$ cat src/rtl/player_motion_ctrl.sv
// rtl/player_motion_ctrl.sv - debounced button input to per-frame clamped player position
// Position steps once per VS rising edge with a SLOW->FAST speed ramp.
module player_motion_ctrl #(
  parameter int SIZE        = 40,
  parameter int START_X     = 300,
  parameter int START_Y     = 220,
  parameter int SLOW_STEP   = 1,
  parameter int FAST_STEP   = 4,
  parameter int RAMP_FRAMES = 8,
  parameter int DB_CYCLES   = 250000,
  parameter int DB_W        = 18
) (
  input  logic        pixel_clk,
  input  logic        rst_n,
  input  logic        btn_up,
  input  logic        btn_down,
  input  logic        btn_left,
  input  logic        btn_right,
  input  logic        vs,
  output logic [10:0] player_x,
  output logic [10:0] player_y,
  output logic        frame_tick,
  output logic        moving
);

  localparam int RW = $clog2(RAMP_FRAMES + 1);
  localparam logic [10:0] X_MAX = 11'(640 - SIZE);
  localparam logic [10:0] Y_MAX = 11'(480 - SIZE);

  typedef enum logic [1:0] {IDLE, SLOW, FAST} state_t;

  // Button bit order: 0=up, 1=down, 2=left, 3=right
  logic [3:0]      raw, sync1, sync2, db;
  logic [DB_W-1:0] db_cnt [4];

  assign raw = {btn_right, btn_left, btn_down, btn_up};

  always_ff @(posedge pixel_clk or negedge rst_n) begin
    if (!rst_n) begin
      sync1 <= '0;
      sync2 <= '0;
      db    <= '0;
      for (int i = 0; i < 4; i++) db_cnt[i] <= '0;
    end else begin
      sync1 <= raw;
      sync2 <= sync1;
      for (int i = 0; i < 4; i++) begin
        if (sync2[i] == db[i]) begin
          db_cnt[i] <= '0;
        end else if (db_cnt[i] == DB_W'(DB_CYCLES - 1)) begin
          db[i]     <= sync2[i];
          db_cnt[i] <= '0;
        end else begin
          db_cnt[i] <= db_cnt[i] + 1'b1;
        end
      end
    end
  end

  logic          vs_d;
  logic          frame_edge;
  logic          up_only, down_only, left_only, right_only, any_move;
  state_t        state, nstate;
  logic [RW-1:0] ramp, nramp;
  logic [11:0]   step, sx, sy;
  logic [10:0]   next_x, next_y;

  assign frame_edge = vs & ~vs_d;
  assign up_only    = db[0] & ~db[1];
  assign down_only  = db[1] & ~db[0];
  assign left_only  = db[2] & ~db[3];
  assign right_only = db[3] & ~db[2];
  assign any_move   = up_only | down_only | left_only | right_only;

  // Step size follows the post-transition state, so entering IDLE moves nothing
  always_comb begin
    nstate = state;
    nramp  = ramp;
    case (state)
      IDLE: if (any_move) begin
        nstate = SLOW;
        nramp  = '0;
      end
      SLOW: if (!any_move) begin
        nstate = IDLE;
      end else if (ramp == RW'(RAMP_FRAMES - 1)) begin
        nstate = FAST;
      end else begin
        nramp = ramp + 1'b1;
      end
      FAST: if (!any_move) begin
        nstate = IDLE;
        nramp  = '0;
      end
      default: nstate = IDLE;
    endcase

    case (nstate)
      SLOW:    step = 12'(SLOW_STEP);
      FAST:    step = 12'(FAST_STEP);
      default: step = '0;
    endcase

    sx = {1'b0, player_x};
    if (right_only)     sx = sx + step;
    else if (left_only) sx = sx - step;
    sy = {1'b0, player_y};
    if (down_only)      sy = sy + step;
    else if (up_only)   sy = sy - step;

    if ($signed(sx) < 12'sd0)                     next_x = '0;
    else if ($signed(sx) > $signed({1'b0, X_MAX})) next_x = X_MAX;
    else                                          next_x = sx[10:0];
    if ($signed(sy) < 12'sd0)                     next_y = '0;
    else if ($signed(sy) > $signed({1'b0, Y_MAX})) next_y = Y_MAX;
    else                                          next_y = sy[10:0];
  end

  always_ff @(posedge pixel_clk or negedge rst_n) begin
    if (!rst_n) begin
      vs_d       <= 1'b1;
      frame_tick <= 1'b0;
      state      <= IDLE;
      ramp       <= '0;
      moving     <= 1'b0;
      player_x   <= 11'(START_X);
      player_y   <= 11'(START_Y);
    end else begin
      vs_d       <= vs;
      frame_tick <= frame_edge;
      if (frame_edge) begin
        state    <= nstate;
        ramp     <= nramp;
        moving   <= (nstate != IDLE);
        player_x <= next_x;
        player_y <= next_y;
      end
    end
  end

endmodule

$ cat config.mk
export PLATFORM = sky130hd
export DESIGN_NAME = player_motion_ctrl
export DESIGN_NICKNAME = d
export VERILOG_FILES = /design/src/rtl/player_motion_ctrl.sv
export SDC_FILE = /design/constraint.sdc
export NUM_CORES = 1
export LEC_CHECK = 0
export BUFFER_PORTS_ARGS = -buffer_cell sky130_fd_sc_hd__buf_4
export CORE_MARGIN = 2
export CORE_UTILIZATION = 35
export DETAILED_ROUTE_END_ITERATION = 16
export SLEW_MARGIN = 5
export SYNTH_ARGS = -nofsm -noshare
export SYNTH_HDL_FRONTEND = slang
export SYNTH_SLANG_ARGS = --single-unit
$ cat constraint.sdc
create_clock -name pixel_clk -period 9.6 [get_ports pixel_clk]
set_input_delay 1.92 -clock pixel_clk [delete_from_list [all_inputs] [get_ports pixel_clk]]
set_output_delay 1.92 -clock pixel_clk [all_outputs]
set_load 0.02 [all_outputs]
Word level (Yosys, flattened, before mapping)
Index checks and enable logic that the tools add are counted.

storage, ports and cells
  flip-flop bits (word level) = 115
  output and inout port bits = 24
  logic and storage cells = 99
  input port bits = 7
  memories kept = 0
  memory bits (read-only) = 0
  bits in writable memories = 0
  bits in latches = 0

cells by class
  bitwise gates (word level) = 17
  shift-type cells = 0
  equality and inequality tests = 17
  magnitude comparators = 4
  reduce and logical (&&, ||, !) cells = 8
  multipliers = 0
  divide/modulo/power cells = 0
  mux-type cells = 27
  add/subtract/negate cells = 9

operator list
  operator               count
  $mux 18                8
  $add 18x1->18 const B  4
  $eq 18x18->1 const B   4
  $mux 12                4
  $mux 11                4
  $add 11x12->12         2
  $lt 12x1->1 const B    2
  $sub 11x12->12         2
  $mux 4                 4
  $gt 12x10->1 const B   1
  $gt 12x11->1 const B   1
  $pmux 4 s3             1
  $not 1->1              9
  $mux 2                 4
  $ne 2x2->1 const B     4
  $reduce_and 2->1       4
  $pmux 2 s3             1
  $pmux 3 s2             1
  $reduce_and 6->1       1
  $and 1x1->1            5
  $add 4x1->4 const B    1
  $eq 1x1->1             4
  $eq 2x1->1 const B     2
  $eq 2x2->1 const B     2
  other kinds (5)        7

Logic depth before layout (Yosys ltp)
Gate-level depths: netlist (run 1).

  word-level depth = 15
  depth in mapped cells = 15
  depth with buffers taken out = 15

Worst setup path after synthesis (run 1)
OpenSTA, ideal clock, no wires.

  kind = register to register
  start point = register db[3]
  end point = register player_y[3]
  arrival = 3.355 ns
  period minus slack after synthesis = 3.427 ns
  stages on the path, launching flop included = 15
  library setup time = 0.072 ns
  path buffers = 1
  setup slack = 6.173 ns
  data required time = 9.528 ns
  path through = dfrtp_1 -> buf_2 -> xor2_1 -> nor2_1 -> or2_2 -> a21oi_1 -> ha_1 -> ha_1 -> nor2b_1 -> or4_1 -> nand3_1 -> o311ai_0 -> o311ai_0 -> a31oi_2 -> o21ai_1

on the way
  word-level cells in the longest chain between the ends = 14
  elaborated cells on any way between the ends = 20
  classes of those cells = add/sub: 2; order compare: 2; eq/ne: 2; mux: 9; bitwise: 5

RTL lines
  item                                      RTL line    source
  from (decl)                               33          logic [3:0] raw, sync1, sync2, db;
  from (signal, indexed assignment)         51          db[i] <= sync2[i];
  $not 1->1                                 71          assign left_only = db[2] & ~db[3];
  $and 1x1->1                               71
  $or 1x1->1                                73          assign any_move = up_only | down_only | left_only | right_only;
  $or 1x1->1 (*)                            73
  $mux 2, on equally long branches          91, 80, 84
  $pmux 2 s3 (*)                            79          case (state)
  $eq 2x2->1 or $eq 2x1->1 (tied branches)  98          case (nstate)
  $pmux 3 s2 (*)                            98
  $sub 11x12->12                            109         else if (up_only) sy = sy - step;
  $mux 12                                   109
  $mux 12 (*)                               108         if (down_only) sy = sy + step;
  $gt 12x10->1                              115         else if ($signed(sy) > $signed({1'b0, Y_MAX})) next_y = Y_MAX;
  $mux 11                                   115
  $mux 11 (*)                               114         if ($signed(sy) < 12'sd0) next_y = '0;
  to (signal assigned)                      127         player_y <= 11'(START_Y);
  to (signal assigned)                      136         player_y <= next_y;
  to (decl)                                 21          output logic [10:0] player_y,

Every way passes the cells marked *; elsewhere a longest branch is shown, timed or not.
A chain may end at the register's enable or synchronous reset.

Worst setup path in the final report (run 1)
  start point = register db[3]
  end point = register player_y[5]

Same word-level chain as after synthesis.

==> run summary, run 1 <==
CP Cell Sequence: xor2_1 > nor2_1 > or2_2 > a21oi_1 > ha_1 > ha_1 > nor2b_1 > o211ai_1 > nand3_1 > o311ai_0 > o311ai_0 > a31oi_2 > o21ai_1
cts hold-fix bufs: 0
first-pass GRT wire length: 22,330 um
actual slew at the worst max-slew pin: 0.9403 ns
Slew Viols, Final: 0
CP Buf/Inv Count: 0
slowest stage delay, CP: 0.53 ns
Setup Viol. Count Final: 0
flops & latches, synth: 115
FF-to-FF path depth: 13
nets: 735
Post-Syn Nets: 707
die extent in y: 139.3 um
CP delay by family, top: compound AO/OA/AOI/OAI gates
fin crit share: 40.47%
DIE AREA: 0.01940 mm2
Worst path slowest cell: dfrtp_1
setup bufs post-CTS: 0
Fin Clk Skew: 0.006270 ns
Top FF cell, synth: dfrtp_1
I/O Buffers: 30
DR iter-0 viols: 402
setup TNS: 0 ns
post-synthesis async set-or-reset flop share: 100.0%
placed inst area: 0.006845 mm2
Core Region: 0.01796 mm2
H-Tree Depth: 4
DRT Wirelength: 13,250 um
CTS Buffer Depth: 2
signal arrival time at the worst endpoint: 4.22 ns
Tmin final: 3.885 ns
slew margin rel.: 37.31%
n_diodes: 0
type of destination of the critical path: flip-flop
vias in the first global route: 4,671
width of the chip: 139.3 um
Initial Utilization: 35.67%
clock-pin transition on the worst setup and hold timing paths: 0.05 ns
total stage count of the critical path: 13
Max VDD drop: 0.09910 mV
Avg Cell Area, Syn: 9.423 um2
Hold Path Depth: 0
worst setup path category: flip-flop to flip-flop
sequential area share after synthesis: 45.11%
largest net degree at the start of global routing: 76
global placer's final weighted congestion: 0.8888
initial antenna violation count: 0
warnings from Yosys: 0
GRT Total Usage: 14.05%
total CTS buffers: 17
most frequent cells after synthesis: 105 x dfrtp_1, 90 x nor2_1, 51 x nand2_1, 43 x xor2_1, 36 x xnor2_1
top-count cell post-synth: dfrtp_1
synth top area cells: dfrtp_1 41%, xor2_1 5.9%, nor2_1 5.3%
CTS tree: done
Remaining DRCs: 0
fraction of layout cells with a size suffix above 1: 12.24%
Detailed Routing Iterations Pass 1: 5
synthesized area: 0.006407 mm2
unrepaired setup endpoints after global routing: no
Post-DP HPWL: 9068 um
status: completed
worst min path class: flip-flop to flip-flop
row count: 49
Root Driver: clkbuf_16
unique cell type count in the Yosys netlist: 67
area added between synthesis and finish: 15.29%
PwrDens: 158.5 mW/mm2
DRT antenna net count: 0
post-synth top area share: 41.01%
startpoint types: flip-flop
vias: 4,902
DR WL/cell: 13.97 um
Max Fanout on Critical Path: 11
clk_lat worst skew: 0.42 ns
Final Cell Area: 0.007387 mm2
post-CTS sizing: 0
# fillers: 1,735
GRT overflow: 0
clock sink count: 115
critical path required time: 9.94 ns
synthesized instance count: 680
post-synth top area cell: dfrtp_1
Max Clk Rate: 0.2574 GHz
Post-synth EDFFs: 0
number of I/O pins: 31
Max Cap Violations: 0
vias per cell: 5.171
leakage: 0.003216 uW
Fin. Hold Viols: 0
-- worst paths after layout --
| check | start | endpoint | slack (ns) |
|---|---|---|---|
| setup / recovery | db[3]$_DFFE_PN0P_ | player_y[5]$_DFFE_PN0P_ | 5.71 |
| hold / removal | sync1[0]$_DFF_PN0_ | sync2[0]$_DFF_PN0_ | 0.35 |
| setup reg to reg | db[3]$_DFFE_PN0P_ | player_y[5]$_DFFE_PN0P_ | 5.71 |
| hold reg to reg | sync1[0]$_DFF_PN0_ | sync2[0]$_DFF_PN0_ | 0.35 |
| max in group asynchronous | rst_n | state[1]$_DFFE_PN0P_ | 6.79 |
| min in group asynchronous | rst_n | db_cnt[0]$_DFF_PN0_ | 1.47 |
-- cell families (layout without fill, tap and decap cells) --
family,Yosys count,after routing,synth area share (%)
muxes,5,5,0.8397
AOI/OAI and AO/OA,124,124,13.49
and+or+nand+nor,290,290,22.87
xor gates and xnor gates,80,80,11.05
DFF,115,115,45.11
adders and majority gates,20,20,3.905
buffers and inverters,46,85,2.734
-- cell type report --
type                            instances  area (um2)  share of cell area [%]
Clock buffer                           26       519.2                   7.029
Clock inverter                          4       22.52                  0.3049
Inverter                               23       86.33                   1.169
Multi-Input combinational cell        519        3342                   45.24
Sequential cell                       115        2890                   39.13
Tap cell                              229       286.5                   3.879
Timing Repair Buffer                   32       240.2                   3.252
-- where the power goes --
part           internal [uW]  leakage [uW]  switching (uW)
Clock                    366      0.000268             214
Sequential               500       0.00154            17.0
Combinational           26.6       0.00141            48.0
Total                    892       0.00322             279
-- per-stage QoR --
| step | power, uW | util [%] | cells | hold WS (ns) | worst slack [ns] |
|---|---|---|---|---|---|
| after floorplan | 565.2 | - | 680 | 0.3312 | 6.173 |
| after global placement | 600.5 | 38.11 | 918 | 0.3380 | 5.798 |
| after detailed placement | 600.2 | 38.11 | 918 | 0.3435 | 5.714 |
| after CTS | 1185 | 41.12 | 948 | 0.3554 | 5.697 |
| after global routing | 1216 | 41.12 | 948 | 0.3596 | 5.410 |
| final | 1171 | 41.12 | 948 | 0.3522 | 5.715 |
-- cells in the final DEF (no fill, tap or decap), types with 3 or more instances in the layout --
cell,count
a211oi_1,3
a22o_1,6
nor2b_1,12
and2_1,10
clkinv_2,3
a31oi_1,4
xnor2_1,36
clkbuf_1,3
nor3_1,13
a21oi_1,21
nor4_1,6
or3_1,6
xor2_1,43
o21ai_0,29
o2111ai_1,3
or2_2,10
dfrtp_1,105
nor4b_1,5
nand2_1,51
clkbuf_8,6
nand4_1,11
nand3_1,29
ha_1,20
a32o_1,4
and3b_1,3
inv_1,22
o21a_1,4
nand2b_1,9
nor2_1,90
o21ai_1,6
and3_1,22
a21o_1,10
mux2_2,3
clkbuf_16,17
dfstp_2,10
o211ai_1,8
buf_4,32
-- state kept, by name, summed over array words and instances, names as in the netlist --
name,flops
sync2,4
moving,1
vs_d,1
db_cnt,72
sync1,4
player_x,11
frame_tick,1
db,4
player_y,11
ramp,4
state,2
-- layer usage --
layer | GRT usage, % | wire [um]
met2 | 21.36 | 5876
met1 | 19.18 | 6491
met4 | 5.369 | 217
met5 | 0 | 0
met3 | 3.785 | 660
Note: power is estimated with default switching activity, not from simulation.
==> inputs of run 2 (changes only) <==
Clock period 9.6 ns to 3.6 ns, I/O delays scaled along.
==> run 2 against run 1 <==
Against the previous run:
- clock skew grew 0.0059 ns
- combinational power grew to 2.9 times the previous value
- utilization grew 1.1 points
- wire length grew 1.9%
- count of clock-buffer cells in the layout shrank 2
- sequential power grew to 2.7 times the previous value
- via count grew 0.49%
- worst hold slack lost 0.0098 ns
- clock power grew to 2.7 times the previous value
- die area is the same
- critical path depth grew 1
- critical endpoint unchanged
- largest cell class unchanged
- largest power group unchanged
==> run summary, run 2 (synthesized netlist as in run 1, its figures left out) <==
final worst slack: 0.1779 ns (was 5.715 ns)
actual slew at the worst max-slew pin: 0.6858 ns (was 0.9403 ns)
fin crit share: 95.06% (was 40.47%)
crit path from: ramp[0]$_DFFE_PN0P_ (was db[3]$_DFFE_PN0P_)
sw frac: 23.07% (was 23.80%)
Fin Clk Skew: 0.01222 ns (was 0.006270 ns)
post-placement setup slack: 0.02722 ns (was 5.714 ns)
die extent in y: 139.3 um (unchanged)
clock-pin transition on the worst setup and hold timing paths: 0.05 ns (about the same)
leakage: 0.003333 uW (was 0.003216 uW)
status: completed (unchanged)
Comb pwr share: 6.9% (was 6.4%)
FF+latch area: 0.002890 mm2 (unchanged)
Max VDD drop: 0.3174 mV (was 0.09910 mV)
Detailed Routing Iterations Pass 1: 4 (was 5)
Max Clk Rate: 0.2922 GHz (was 0.2574 GHz)
dpl cells: 931 (was 918)
CTS tree: done (unchanged)
startpoint types: flip-flop (unchanged)
Max Cap Violations: 0 (unchanged)
DR iter-0 viols: 341 (was 402)
vias per cell: 5.105 (was 5.171)
vias: 4,926 (was 4,902)
max reg flops: 72 (unchanged)
placed inst area: 0.006955 mm2 (was 0.006845 mm2)
PwrDens: 414.7 mW/mm2 (was 158.5 mW/mm2)
Remaining DRCs: 0 (unchanged)
area added between synthesis and finish: 18.47% (was 15.29%)
unrepaired setup endpoints after global routing: yes (was no)
Fin. Hold Viols: 0 (unchanged)
I/O Buffers: 30 (unchanged)
Initial Utilization: 35.67% (unchanged)
vias in the first global route: 4,810 (was 4,671)
global placer's final weighted congestion: 0.8103 (was 0.8888)
Internal: 2422 uW (was 892.4 uW)
fin cells: 965 (was 948)
GRT overflow: 0 (unchanged)
Tmin final: 3.422 ns (was 3.885 ns)
first-pass GRT wire length: 23,490 um (was 22,330 um)
critical path required time: 3.87 ns (was 9.94 ns)
H-Tree Depth: 4 (unchanged)
cts hold-fix bufs: 0 (unchanged)
n_diodes: 0 (unchanged)
worst setup path category: flip-flop to flip-flop (unchanged)
Post-DP HPWL: 9380 um (was 9068 um)
clock network power share: 49.4% (was 49.5%)
multi-input logic area: 0.003396 mm2 (was 0.003342 mm2)
Core Region: 0.01796 mm2 (unchanged)
most common cell after layout, fill and taps aside: dfrtp_1 (unchanged)
fraction of layout cells with a size suffix above 1: 15.63% (was 12.24%)
reg2reg start: ramp[0]$_DFFE_PN0P_ (was db[3]$_DFFE_PN0P_)
type of destination of the critical path: flip-flop (unchanged)
DR WL/cell: 13.99 um (was 13.97 um)
P_sw: 726.2 uW (was 278.8 uW)
# fillers: 1,771 (was 1,735)
r2r endpoint: player_y[5]$_DFFE_PN0P_ (unchanged)
R2R Setup Slk: 0.18 ns (was 5.71 ns)
biggest regs: db_cnt (72), player_x (11), player_y (11) (unchanged)
number of I/O pins: 31 (unchanged)
Setup Viol. Count Final: 0 (unchanged)
Slew Viols, Final: 0 (unchanged)
DRT antenna net count: 0 (unchanged)
Final Cell Area: 0.007591 mm2 (was 0.007387 mm2)
clk_lat worst skew: 0.40 ns (was 0.42 ns)
initial antenna violation count: 0 (unchanged)
total CTS buffers: 17 (unchanged)
worst min path class: input port to async pin (was flip-flop to flip-flop)
slew margin rel.: 54.28% (was 37.31%)
nets: 753 (was 735)
row count: 49 (unchanged)
clock sink count: 115 (unchanged)
width of the chip: 139.3 um (unchanged)
largest net degree at the start of global routing: 48 (was 76)
Reg power frac: 43.7% (was 44.1%)
signal arrival time at the worst endpoint: 3.69 ns (was 4.22 ns)
Max Fanout on Critical Path: 5 (was 11)
GRT Total Usage: 14.78% (was 14.05%)
Total Power: 3148 uW (was 1171 uW)
FF-to-FF path depth: 14 (was 13)
Root Driver: clkbuf_16 (unchanged)
DRT Wirelength: 13,500 um (was 13,250 um)
CTS Buffer Depth: 2 (unchanged)
Largest Register: db_cnt (unchanged)
most frequent cells in the layout: 105 x dfrtp_1, 89 x nor2_1, 51 x nand2_1, 49 x buf_4, 43 x xor2_1 (was 105 x dfrtp_1, 90 x nor2_1, 51 x nand2_1, 43 x xor2_1, 36 x xnor2_1)
DIE AREA: 0.01940 mm2 (unchanged)
==> run 2: cell count changes in the layout (fill, tap and decap cells not counted), moves of 2 or more <==
| cell | delta |
|---|---|
| buf_4 | +17 |
| a21oi_1 | -2 |
| a21oi_2 | +2 |
| clkbuf_8 | -2 |
| ha_1 | -2 |
| ha_2 | +2 |
| o311ai_0 | -2 |
| o311ai_1 | +2 |
==> run 2: power by group through the flow <==
stage / Sequential (uW) / Combinational, uW / Clock, uW
finish: 1380 / 217 / 1550
global route: 1380 / 245 / 1660
CTS: 1370 / 206 / 1600
detailed placement: 1400 / 204 / 0
global placement: 1400 / 203 / 0
floorplan: 1400 / 104 / 0
==> run 2: repair_timing <==
item | CTS | global route
gates resized for setup | 0 | 15
setup endpoints to repair | 0 | 16
setup buffers | 0 | 5
==> run 2: area by class of cell <==
cell class,instances,area share [%]
Clock buffer,24,6.478
Clock inverter,5,0.6923
Inverter,23,1.137
Multi-Input combinational cell,519,44.73
Sequential cell,115,38.07
Tap cell,229,3.775
Timing Repair Buffer,50,5.110
==> run 2: critical path: stages, from the launching register on <==
cell     delay [ns]
dfrtp_1        0.38
ha_2           0.21
nand2_1        0.09
nor2_4         0.12
nand2_1        0.05
o21ai_0        0.07
o21ai_1        0.12
ha_1           0.21
or4b_4         0.52
or3_4          0.38
o41ai_4        0.44
xor2_2         0.14
a21bo_1        0.22
a31oi_4        0.25
o21ai_1        0.08
==> run 2: through the flow <==
| step | setup TNS, ns | hold WS, ns | utilization, % |
|---|---|---|---|
| 2_1_floorplan | 0 | 0.3312 | - |
| 3_3_place_gp | 0 | 0.3350 | 38.72 |
| 3_5_place_dp | 0 | 0.3370 | 38.72 |
| 4_1_cts | 0 | 0.3483 | 41.75 |
| 5_1_grt | -0.2605 | 0.3482 | 42.26 |
| 6_report | 0 | 0.3424 | 42.26 |
==> run 2: worst max path at each step <==
stage                     depth (start not counted)                 endpoint
after floorplan                                  14  player_y[3]$_DFFE_PN1P_
after global placement                           14  player_y[5]$_DFFE_PN0P_
after detailed placement                         15  player_y[5]$_DFFE_PN0P_
after CTS                                        15  player_y[5]$_DFFE_PN0P_
after global routing                             14  player_y[5]$_DFFE_PN0P_
final                                            14  player_y[5]$_DFFE_PN0P_
==> run 2: routing by layer <==
metal	part of all wire, %	GRT usage [%]	up-vias	wire [um]
li1	-	-	2478	-
met1	50	20.39	2362	6736
met2	46	22.83	77	6198
met3	3.3	4.164	9	445
met4	0.88	4.147	0	119
met5	0	0	-	0
